## src/rtl/cpu_ctrl_pkg.sv

```systemverilog
// cpu_ctrl_pkg
// Shared definitions for the multi-cycle RV32I control path:
//   - state_e        : sequencing FSM states (also driven out on the debug port)
//   - OP_*           : RV32I major opcodes recognised by the controller
//   - PCSEL_*        : encodings of the pc_sel mux control
//   - CAUSE_*        : trap cause codes
//   - is_legal_opcode: opcode legality check used in DECODE
package cpu_ctrl_pkg;

  typedef enum logic [2:0] {
    ST_RESET     = 3'd0,
    ST_FETCH     = 3'd1,
    ST_DECODE    = 3'd2,
    ST_EXECUTE   = 3'd3,
    ST_MEM       = 3'd4,
    ST_WRITEBACK = 3'd5,
    ST_TRAP      = 3'd6
  } state_e;

  localparam logic [6:0] OP_R      = 7'b0110011;
  localparam logic [6:0] OP_IMM    = 7'b0010011;
  localparam logic [6:0] OP_LOAD   = 7'b0000011;
  localparam logic [6:0] OP_STORE  = 7'b0100011;
  localparam logic [6:0] OP_BRANCH = 7'b1100011;
  localparam logic [6:0] OP_AUIPC  = 7'b0010111;
  localparam logic [6:0] OP_LUI    = 7'b0110111;
  localparam logic [6:0] OP_JAL    = 7'b1101111;
  localparam logic [6:0] OP_JALR   = 7'b1100111;

  localparam logic [1:0] PCSEL_PLUS4 = 2'b00;
  localparam logic [1:0] PCSEL_REL   = 2'b01;
  localparam logic [1:0] PCSEL_JALR  = 2'b10;

  localparam logic CAUSE_ILLEGAL = 1'b0;
  localparam logic CAUSE_TIMEOUT = 1'b1;

  function automatic logic is_legal_opcode(input logic [6:0] op);
    logic legal;
    case (op)
      OP_R, OP_IMM, OP_LOAD, OP_STORE, OP_BRANCH,
      OP_AUIPC, OP_LUI, OP_JAL, OP_JALR: legal = 1'b1;
      default:                           legal = 1'b0;
    endcase
    return legal;
  endfunction

endpackage

```

## src/rtl/multicycle_controller_mem_timeout_counter.sv

```systemverilog
// mem_timeout_counter
// Counts consecutive memory wait cycles and flags when the wait limit is hit.
// Ports:
//   clk, rst_n : clock, asynchronous active-low reset
//   clear      : zero the count (not waiting, or memory answered this cycle)
//   enable     : a memory request is outstanding this cycle
//   limit      : number of wait cycles allowed; 0 disables the check
//   expired    : this cycle is the limit-th consecutive wait cycle
module mem_timeout_counter #(
  parameter int unsigned WIDTH = 8
) (
  input  logic             clk,
  input  logic             rst_n,
  input  logic             clear,
  input  logic             enable,
  input  logic [WIDTH-1:0] limit,
  output logic             expired
);

  logic [WIDTH-1:0] count_q;
  logic [WIDTH:0]   count_inc;

  // Extra bit so the increment can never alias back onto a small limit.
  assign count_inc = {1'b0, count_q} + (WIDTH + 1)'(1);

  // Flag combinationally on the cycle the count would reach the limit so the
  // FSM leaves after exactly `limit` wait cycles; clear (mem_ready) wins.
  assign expired = enable && !clear && (limit != '0) &&
                   (count_inc == {1'b0, limit});

  always_ff @(posedge clk or negedge rst_n) begin
    if (!rst_n) begin
      count_q <= '0;
    end else if (clear) begin
      count_q <= '0;
    end else if (enable) begin
      count_q <= count_inc[WIDTH-1:0];
    end
  end

endmodule

```

## src/rtl/multicycle_controller.sv

```systemverilog
// multicycle_controller
// Sequencing FSM for a multi-cycle RV32I core sharing one memory port between
// instruction fetch and load/store. Steps FETCH -> DECODE -> EXECUTE ->
// (MEM) -> (WRITEBACK) and emits the per-cycle enables.
// Ports:
//   clk, rst_n                 : clock, asynchronous active-low reset
//   instr                      : instruction register (opcode = instr[6:0])
//   dec_*                      : decoder control bits, valid from DECODE on
//   branch_taken               : comparator result, used in EXECUTE
//   mem_ready                  : memory completes the access this cycle
//   mem_req/mem_we/mem_addr_sel: memory request, write strobe, address mux
//   ir_we, alu_out_we, rf_we   : IR latch, ALU result latch, register write
//   pc_we, pc_sel              : PC update enable and source select
//   trap, trap_cause           : sticky trap flag and its cause
//   instret                    : retired-instruction counter
//   state                      : current FSM state (debug)
module multicycle_controller
  import cpu_ctrl_pkg::*;
#(
  parameter int unsigned MEM_TIMEOUT = 255
) (
  input  logic        clk,
  input  logic        rst_n,
  input  logic [31:0] instr,
  input  logic        dec_reg_write,
  input  logic        dec_mem_read,
  input  logic        dec_mem_write,
  input  logic        dec_branch,
  input  logic        dec_jump,
  input  logic        branch_taken,
  input  logic        mem_ready,
  output logic        mem_req,
  output logic        mem_we,
  output logic        mem_addr_sel,
  output logic        ir_we,
  output logic        alu_out_we,
  output logic        rf_we,
  output logic        pc_we,
  output logic [1:0]  pc_sel,
  output logic        trap,
  output logic        trap_cause,
  output logic [31:0] instret,
  output logic [2:0]  state
);

  localparam int unsigned CNT_W = (MEM_TIMEOUT == 0) ? 1 : $clog2(MEM_TIMEOUT + 1);
  localparam logic [CNT_W-1:0] TIMEOUT_LIMIT = CNT_W'(MEM_TIMEOUT);

  state_e      state_q;
  logic        trap_q;
  logic        trap_cause_q;
  logic [31:0] instret_q;

  logic [6:0]  opcode;
  logic        mem_wait_state;
  logic        timeout_expired;
  logic        unused_instr_bits;

  assign opcode            = instr[6:0];
  assign unused_instr_bits = ^instr[31:7];

  // Counter runs only while a request is outstanding; holding it clear in all
  // other states gives the "cleared on entry to FETCH/MEM" behaviour.
  assign mem_wait_state = (state_q == ST_FETCH) || (state_q == ST_MEM);

  mem_timeout_counter #(
    .WIDTH (CNT_W)
  ) u_timeout (
    .clk     (clk),
    .rst_n   (rst_n),
    .clear   (!mem_wait_state || mem_ready),
    .enable  (mem_wait_state),
    .limit   (TIMEOUT_LIMIT),
    .expired (timeout_expired)
  );

  // Moore decode of state plus qualifying inputs. Decoding straight from the
  // state register lets an asynchronous reset drop mem_req immediately.
  always_comb begin
    mem_req      = 1'b0;
    mem_we       = 1'b0;
    mem_addr_sel = 1'b0;
    ir_we        = 1'b0;
    alu_out_we   = 1'b0;
    rf_we        = 1'b0;
    pc_we        = 1'b0;
    pc_sel       = PCSEL_PLUS4;
    case (state_q)
      ST_FETCH: begin
        mem_req = 1'b1;
        ir_we   = mem_ready;
      end
      ST_EXECUTE: begin
        alu_out_we = 1'b1;
        if (dec_branch) begin
          pc_we  = 1'b1;
          pc_sel = branch_taken ? PCSEL_REL : PCSEL_PLUS4;
        end
      end
      ST_MEM: begin
        mem_req      = 1'b1;
        mem_addr_sel = 1'b1;
        mem_we       = dec_mem_write;
        // A store retires as soon as memory accepts it.
        pc_we        = mem_ready && dec_mem_write;
      end
      ST_WRITEBACK: begin
        rf_we = dec_reg_write;
        pc_we = 1'b1;
        if (dec_jump) begin
          pc_sel = (opcode == OP_JALR) ? PCSEL_JALR : PCSEL_REL;
        end
      end
      default: ;
    endcase
  end

  always_ff @(posedge clk or negedge rst_n) begin
    if (!rst_n) begin
      state_q      <= ST_RESET;
      trap_q       <= 1'b0;
      trap_cause_q <= CAUSE_ILLEGAL;
      instret_q    <= 32'd0;
    end else begin
      // pc_we pulses exactly once per retired instruction.
      if (pc_we) begin
        instret_q <= instret_q + 32'd1;
      end
      case (state_q)
        ST_RESET: state_q <= ST_FETCH;
        ST_FETCH: begin
          if (mem_ready) begin
            state_q <= ST_DECODE;
          end else if (timeout_expired) begin
            state_q      <= ST_TRAP;
            trap_q       <= 1'b1;
            trap_cause_q <= CAUSE_TIMEOUT;
          end
        end
        ST_DECODE: begin
          if (is_legal_opcode(opcode)) begin
            state_q <= ST_EXECUTE;
          end else begin
            state_q      <= ST_TRAP;
            trap_q       <= 1'b1;
            trap_cause_q <= CAUSE_ILLEGAL;
          end
        end
        ST_EXECUTE: begin
          if (dec_branch) begin
            state_q <= ST_FETCH;
          end else if (dec_mem_read || dec_mem_write) begin
            state_q <= ST_MEM;
          end else begin
            state_q <= ST_WRITEBACK;
          end
        end
        ST_MEM: begin
          if (mem_ready) begin
            state_q <= dec_mem_write ? ST_FETCH : ST_WRITEBACK;
          end else if (timeout_expired) begin
            state_q      <= ST_TRAP;
            trap_q       <= 1'b1;
            trap_cause_q <= CAUSE_TIMEOUT;
          end
        end
        ST_WRITEBACK: state_q <= ST_FETCH;
        ST_TRAP:      state_q <= ST_TRAP;
        default:      state_q <= ST_RESET;
      endcase
    end
  end

  assign trap       = trap_q;
  assign trap_cause = trap_cause_q;
  assign instret    = instret_q;
  assign state      = state_q;

endmodule
```

## config.mk

```make
export PLATFORM = sky130hd
export DESIGN_NAME = multicycle_controller
export DESIGN_NICKNAME = d
export VERILOG_FILES = /design/src/rtl/cpu_ctrl_pkg.sv /design/src/rtl/multicycle_controller_mem_timeout_counter.sv /design/src/rtl/multicycle_controller.sv
export SDC_FILE = /design/constraint.sdc
export NUM_CORES = 1
export LEC_CHECK = 0
export ABC_AREA = 0
export CORE_MARGIN = 3
export CORE_UTILIZATION = 41
export DETAILED_ROUTE_END_ITERATION = 8
export PLACE_DENSITY = 0.73
export SLEW_MARGIN = 20
export SYNTH_ARGS = -nofsm -noshare
export SYNTH_HDL_FRONTEND = slang
export SYNTH_HIERARCHICAL = 1
export SYNTH_SLANG_ARGS = --single-unit
```

## constraint.sdc

```tcl
create_clock -name clk -period 2.7 [get_ports clk]
set_input_delay 0.54 -clock clk [delete_from_list [all_inputs] [get_ports clk]]
set_output_delay 0.54 -clock clk [all_outputs]
set_load 0.01 [all_outputs]
```

Word-level counts from Yosys, hierarchy flattened
Cells that the tools add are included.

word-level totals
  register bits = 45
  logic and storage cells = 72
  input port bits = 41
  output and inout bits = 46

operators by class
  reduce and logical (&&, ||, !) cells = 15
  add/sub/neg operators = 2
  multiplexer cells = 31
  eq/ne operators = 19

operator list
  operator                 count
  $add A32 B1 Y32 const B  1
  $eq A7 B6 Y1 const B     3
  $eq A7 B7 Y1 const B     3
  $mux W3                  6
  $pmux W3 S6              1
  $mux W1                  16
  $mux W8                  2
  $eq A7 B5 Y1 const B     2
  $add A8 B1 Y9 const B    1
  $eq A3 B3 Y1 const B     3
  $eq A9 B8 Y1 const B     1
  $reduce_or A9 Y1         1
  $eq A7 B2 Y1 const B     1
  $eq A3 B2 Y1 const B     2
  $mux W2                  2
  $ne A2 B2 Y1 const B     2
  $pmux W1 S2              2
  $pmux W2 S2              1
  $reduce_and A4 Y1        1
  $reduce_bool A2 Y1       2
  $reduce_or A2 Y1         2
  $eq A3 B1 Y1 const B     1
  $logic_and A1 B1 Y1      3
  $logic_not A3 Y1         1
  4 further kinds          7

Logic depth before layout (Yosys ltp)
  word-level depth = 10
  depth in mapped cells = 10
  gate-level depth less buffers = 8

By module
Netlist, hierarchy kept.

by module, submodules not included
  module                 times used  area each (um^2)  cells each  sequential area each (um^2)
  multicycle_controller  1           1,914.3           184         925.9
  mem_timeout_counter    1           600.6             69          200.2

Worst setup path before layout
No wires, ideal clock.

  kind = register -> register
  from = register state_q[2] (netlist: state[2])
  to = register state_q[2] (netlist: state[2])
  data required time = 2.633 ns
  slack = 0.112 ns
  library setup time = 0.067 ns
  buffers on the path = 2
  period minus slack after synthesis = 2.588 ns
  arrival = 2.521 ns
  cell stages (with the launch flop) = 11
  cell sequence = dfrtp_1 buf_1 xnor2_1 nor2_1 clkbuf_1 nor4b_2 nand4_1 nor4_1 nor2b_1 a221o_1 and3_1

between the ends
  cells in the longest elaborated chain, start to end = 10
  elaborated cells between the ends (all ways) = 18
  classes of those cells = eq/ne: 6; mux: 4; reduce/logical: 8

RTL lines
  what                                          RTL line                                         RTL
  start: declaration                            multicycle_controller.sv:49                      state_e state_q;
  start signal: assignment                      multicycle_controller.sv:160                     state_q <= dec_mem_write ? ST_FETCH : ST_WRITEBACK;
  $eq A3 B1 Y1 or $eq A3 B3 Y1 (tied branches)  multicycle_controller.sv:64                      assign mem_wait_state = (state_q == ST_FETCH) || (state_q == ST_MEM);
  $logic_or A1 B1 Y1 *                          multicycle_controller.sv:64
  $logic_not A1 Y1                              multicycle_controller.sv:71                      .clear (!mem_wait_state || mem_ready),
  $logic_or A1 B1 Y1                            multicycle_controller.sv:71
  $logic_not A1 Y1                              multicycle_controller_mem_timeout_counter.sv:28  assign expired = enable && !clear && (limit != '0) &&
  $logic_and A1 B1 Y1 * (2 in a row)            multicycle_controller_mem_timeout_counter.sv:28
  net timeout_expired                           multicycle_controller.sv:56                      logic timeout_expired;
  $mux W3 *                                     n/a
  $mux W3, on equally long branches             n/a
  $pmux W3 S6 *                                 multicycle_controller.sv:129                     case (state_q)

The timed path passes the listed nets; every way through them passes the cells marked *.
A chain may end at the register's enable or synchronous reset.

Worst setup path after layout
  from = input instr[2]
  to = output pc_sel[1]

between the ends
  cells in the longest elaborated chain, start to end = 4

RTL lines
  what                RTL line                      RTL
  start: declaration  multicycle_controller.sv:24   input logic [31:0] instr,
  $eq A7 B7 Y1        multicycle_controller.sv:111  pc_sel = (opcode == OP_JALR) ? PCSEL_JALR : PCSEL_REL;
  $mux W2             multicycle_controller.sv:111
  $mux W2             multicycle_controller.sv:110  if (dec_jump) begin
  $pmux W2 S2         multicycle_controller.sv:88   case (state_q)
  end: declaration    multicycle_controller.sv:39   output logic [1:0] pc_sel,

Every way passes these cells.

==> metrics.yaml <==
cts_tree: "yes"
status: "finished clean"
grt-ovfl-total: 0
grt_pass1_wl_um: 10000
start_kind: "input pin"
drv_slew: 0
wl_um: 5680
drive_gt1_share_pct: 10.4
dieArea_um2: 7110
drt_iter0_markers: 104
post_cts_buffers: 0
clock_latency_ns: 0.29
num_rows: 27
drt_drc_violations_left: 0
grt_pass1_vias: 2175
cts_htree_levels: 2
holdWs_ns: 0.205
dp_hpwl_um: 4120
timing.final.crit_share_pct: 96.6
period_minus_slack_ns: 2.61
highest_layer: "met4"
ctsHoldBuffers: 0
cts_sinks: 45
power_density_nw_per_um2: 671
wl_per_cell_um: 13.9
cts_resized: 0
p_leak_nw: 1.50
syn_to_final_growth_pct: 37.1
comb_power_share_pct: 40.2
die_x_um: 84.3
fp.dieH_um: 84.3
postRouteAntennaNets: 0
fmax_mhz: 384
required_ns: 2.16
coreArea_um2: 5710
worstPathArrival_ns: 2.07
ioPinCount: 87
cp_max_fo: 3
nets: 380
port_buffers: 61
nFillCells: 492
p_int_mw: 1.52
cap_viol_max_count: 0
antenna_cells: 0
dpl_cell_area_um2: 3310
cts_buffers: 5
seqPwrFrac_pct: 36.9
mostFrequentLayoutCell: "clkdlybuf4s50_1"
setup_viol: 0
pwr-share-clk_pct: 23.0
wl_met3_um: 290
slew_headroom_pct: 66.1
synth-seq-cells: 45
path_class: "in -> out"
grt_use_total_pct: 16.8
synthesis.instances: 253
cts_root_buf: "clkbuf_8"
m1WireLength_um: 2750
fin_skew_ns: 0.00349
vias: 2160
antenna_found_initial: 0
hold_viol_final: 0
min_path_type: "in -> async"
viasPerCell: 5.27
synth_warnings: 6
wl_met2_um: 2590
p_sw_uw: 791
swShare_pct: 34.2
clockBufferDepth: 2
yosysSeqAreaShare_pct: 44.8
drt_first_pass_iters: 4
gp_congestion: 0.757
design_area_um2: 3450
syn-mean-instance-area_um2: 9.94
clk_pin_slew_ns: 0.08
ys_types: 45
final_cell_mix: "clkdlybuf4s50_1 (59), dfrtp_1 (45), xor2_1 (26), xnor2_1 (19)"
netlist_area_um2: 2510
ir_worst_vdd_mv: 0.563
grt_max_degree: 23
initial_core_util_pct: 44.0
tightestPinTransition_ns: 0.508
end_kind: "output port"
## worst max-delay path: stages
cell	delay, ns
clkdlybuf4s50_1	0.44
nor2b_2	0.15
nand3_1	0.14
nor4_2	0.22
clkdlybuf4s50_1	0.57
## routing by layer
| layer | global-route usage (%) | up-vias |
|---|---|---|
| met1 | 22.9 | 1036 |
| met3 | 4.22 | 6 |
| met2 | 26.7 | 56 |
| li1 | - | 1062 |
| met4 | 4.39 | 0 |
| met5 | 0 | - |
## state kept, by name, indices dropped and copies added (netlist names)
register           count
trap                   1
trap_cause             1
instret               32
u_timeout/count_q      8
state                  3
## synth_stat cells
master     count  area share, %
nand4_1       14            3.5
nor2_1        13            1.9
a21o_1         1           0.30
nor4b_2        1           0.60
o21bai_1       1           0.30
o211ai_1       2           0.60
nand4_2        1           0.50
dfrtp_1       45             45
and4_1         2           0.70
nor4_2         4            2.0
a2bb2oi_1      1           0.35
and3_1        11            2.7
a31oi_1        1           0.25
nor2b_1        4           0.99
or3_1          3           0.75
o2111ai_1      1           0.35
o21ai_0        8            1.6
inv_1          1           0.15
nor4bb_1       1           0.40
nand2_1       17            2.5
xnor2_1       19            6.6
nor3_1         7            1.4
nor4_1         6            1.5
xor2_1        26            9.1
buf_2          2           0.40
a211oi_1       2           0.60
nor4b_1        3            1.0
nand3_1       15            3.0
nor3b_2        1           0.50
buf_6          1           0.45
nand2b_1       4           0.99
and3_2         1           0.30
or4_4          1           0.45
and2_1         4           0.99
o32ai_1        1           0.35
buf_1          3           0.45
a21oi_1        6            1.2
mux2i_1        1           0.40
and3b_1        2           0.70
conb_1         1           0.15
nor3b_1        4            1.2
clkbuf_1       6           0.90
a221o_1        2           0.80
ha_1           2           0.99
a31o_2         1           0.35
## logic make-up after synthesis
| family | share of synthesized area, % |
|---|---|
| XOR/XNOR | 15.7 |
| adder cells (fa/ha/maj) | 0.995 |
| flip-flops | 44.8 |
| AO/OA/AOI/OAI | 7.02 |
| multiplexers | 0.398 |
| buffers and inverters | 2.34 |
| other | 0.149 |
| AND/OR/NAND/NOR | 28.7 |
## per-stage QoR
stage,total power [mW],instances,TNS [ns],utilization (%),worst slack [ns]
2_1_floorplan,1.34,269,0,-,0.112
3_3_place_gp,1.78,402,-0.411,58.0,-0.119
3_5_place_dp,1.80,402,-0.497,58.0,-0.129
4_1_cts,2.33,410,0,60.0,0.0185
5_1_grt,2.45,410,-0.0484,60.4,-0.0336
6_report,2.31,410,0,60.4,0.0929
## final cells by class
type / instances / area (µm²) / area share (%)
Clock inverter: 1 / 30.0 / 0.871
Multi-Input combinational cell: 211 / 1410 / 41.0
Inverter: 1 / 3.75 / 0.109
Timing Repair Buffer: 73 / 698 / 20.2
Sequential cell: 45 / 1130 / 32.7
Tap cell: 72 / 90.1 / 2.61
Clock buffer: 7 / 86.3 / 2.50
## path summary, 6_finish.rpt
| check | from | end | slack, ns | cells past startpoint |
|---|---|---|---|---|
| setup / recovery | instr[2] | pc_sel[1] | 0.09 | 5 |
| max in group asynchronous | rst_n | instret[28] | 1.93 | 2 |
| hold / removal | rst_n | instret[1] | 0.20 | 1 |
| setup reg to reg | state[2] | trap_cause | 0.36 | 9 |
| min in group clk | instret[30] | instret[30] | 0.49 | 1 |
| hold reg to reg | instret[30] | instret[30] | 0.49 | 1 |
## power by group through the flow
stage          clock network (mW)  registers, mW  logic (mW)
2_1_floorplan                   0          0.891       0.454
3_3_place_gp                    0          0.860       0.923
3_5_place_dp                    0          0.862       0.935
4_1_cts                     0.544          0.851       0.938
5_1_grt                     0.571          0.865        1.02
6_report                    0.532          0.852       0.928
(Power assumes the default switching activity.)
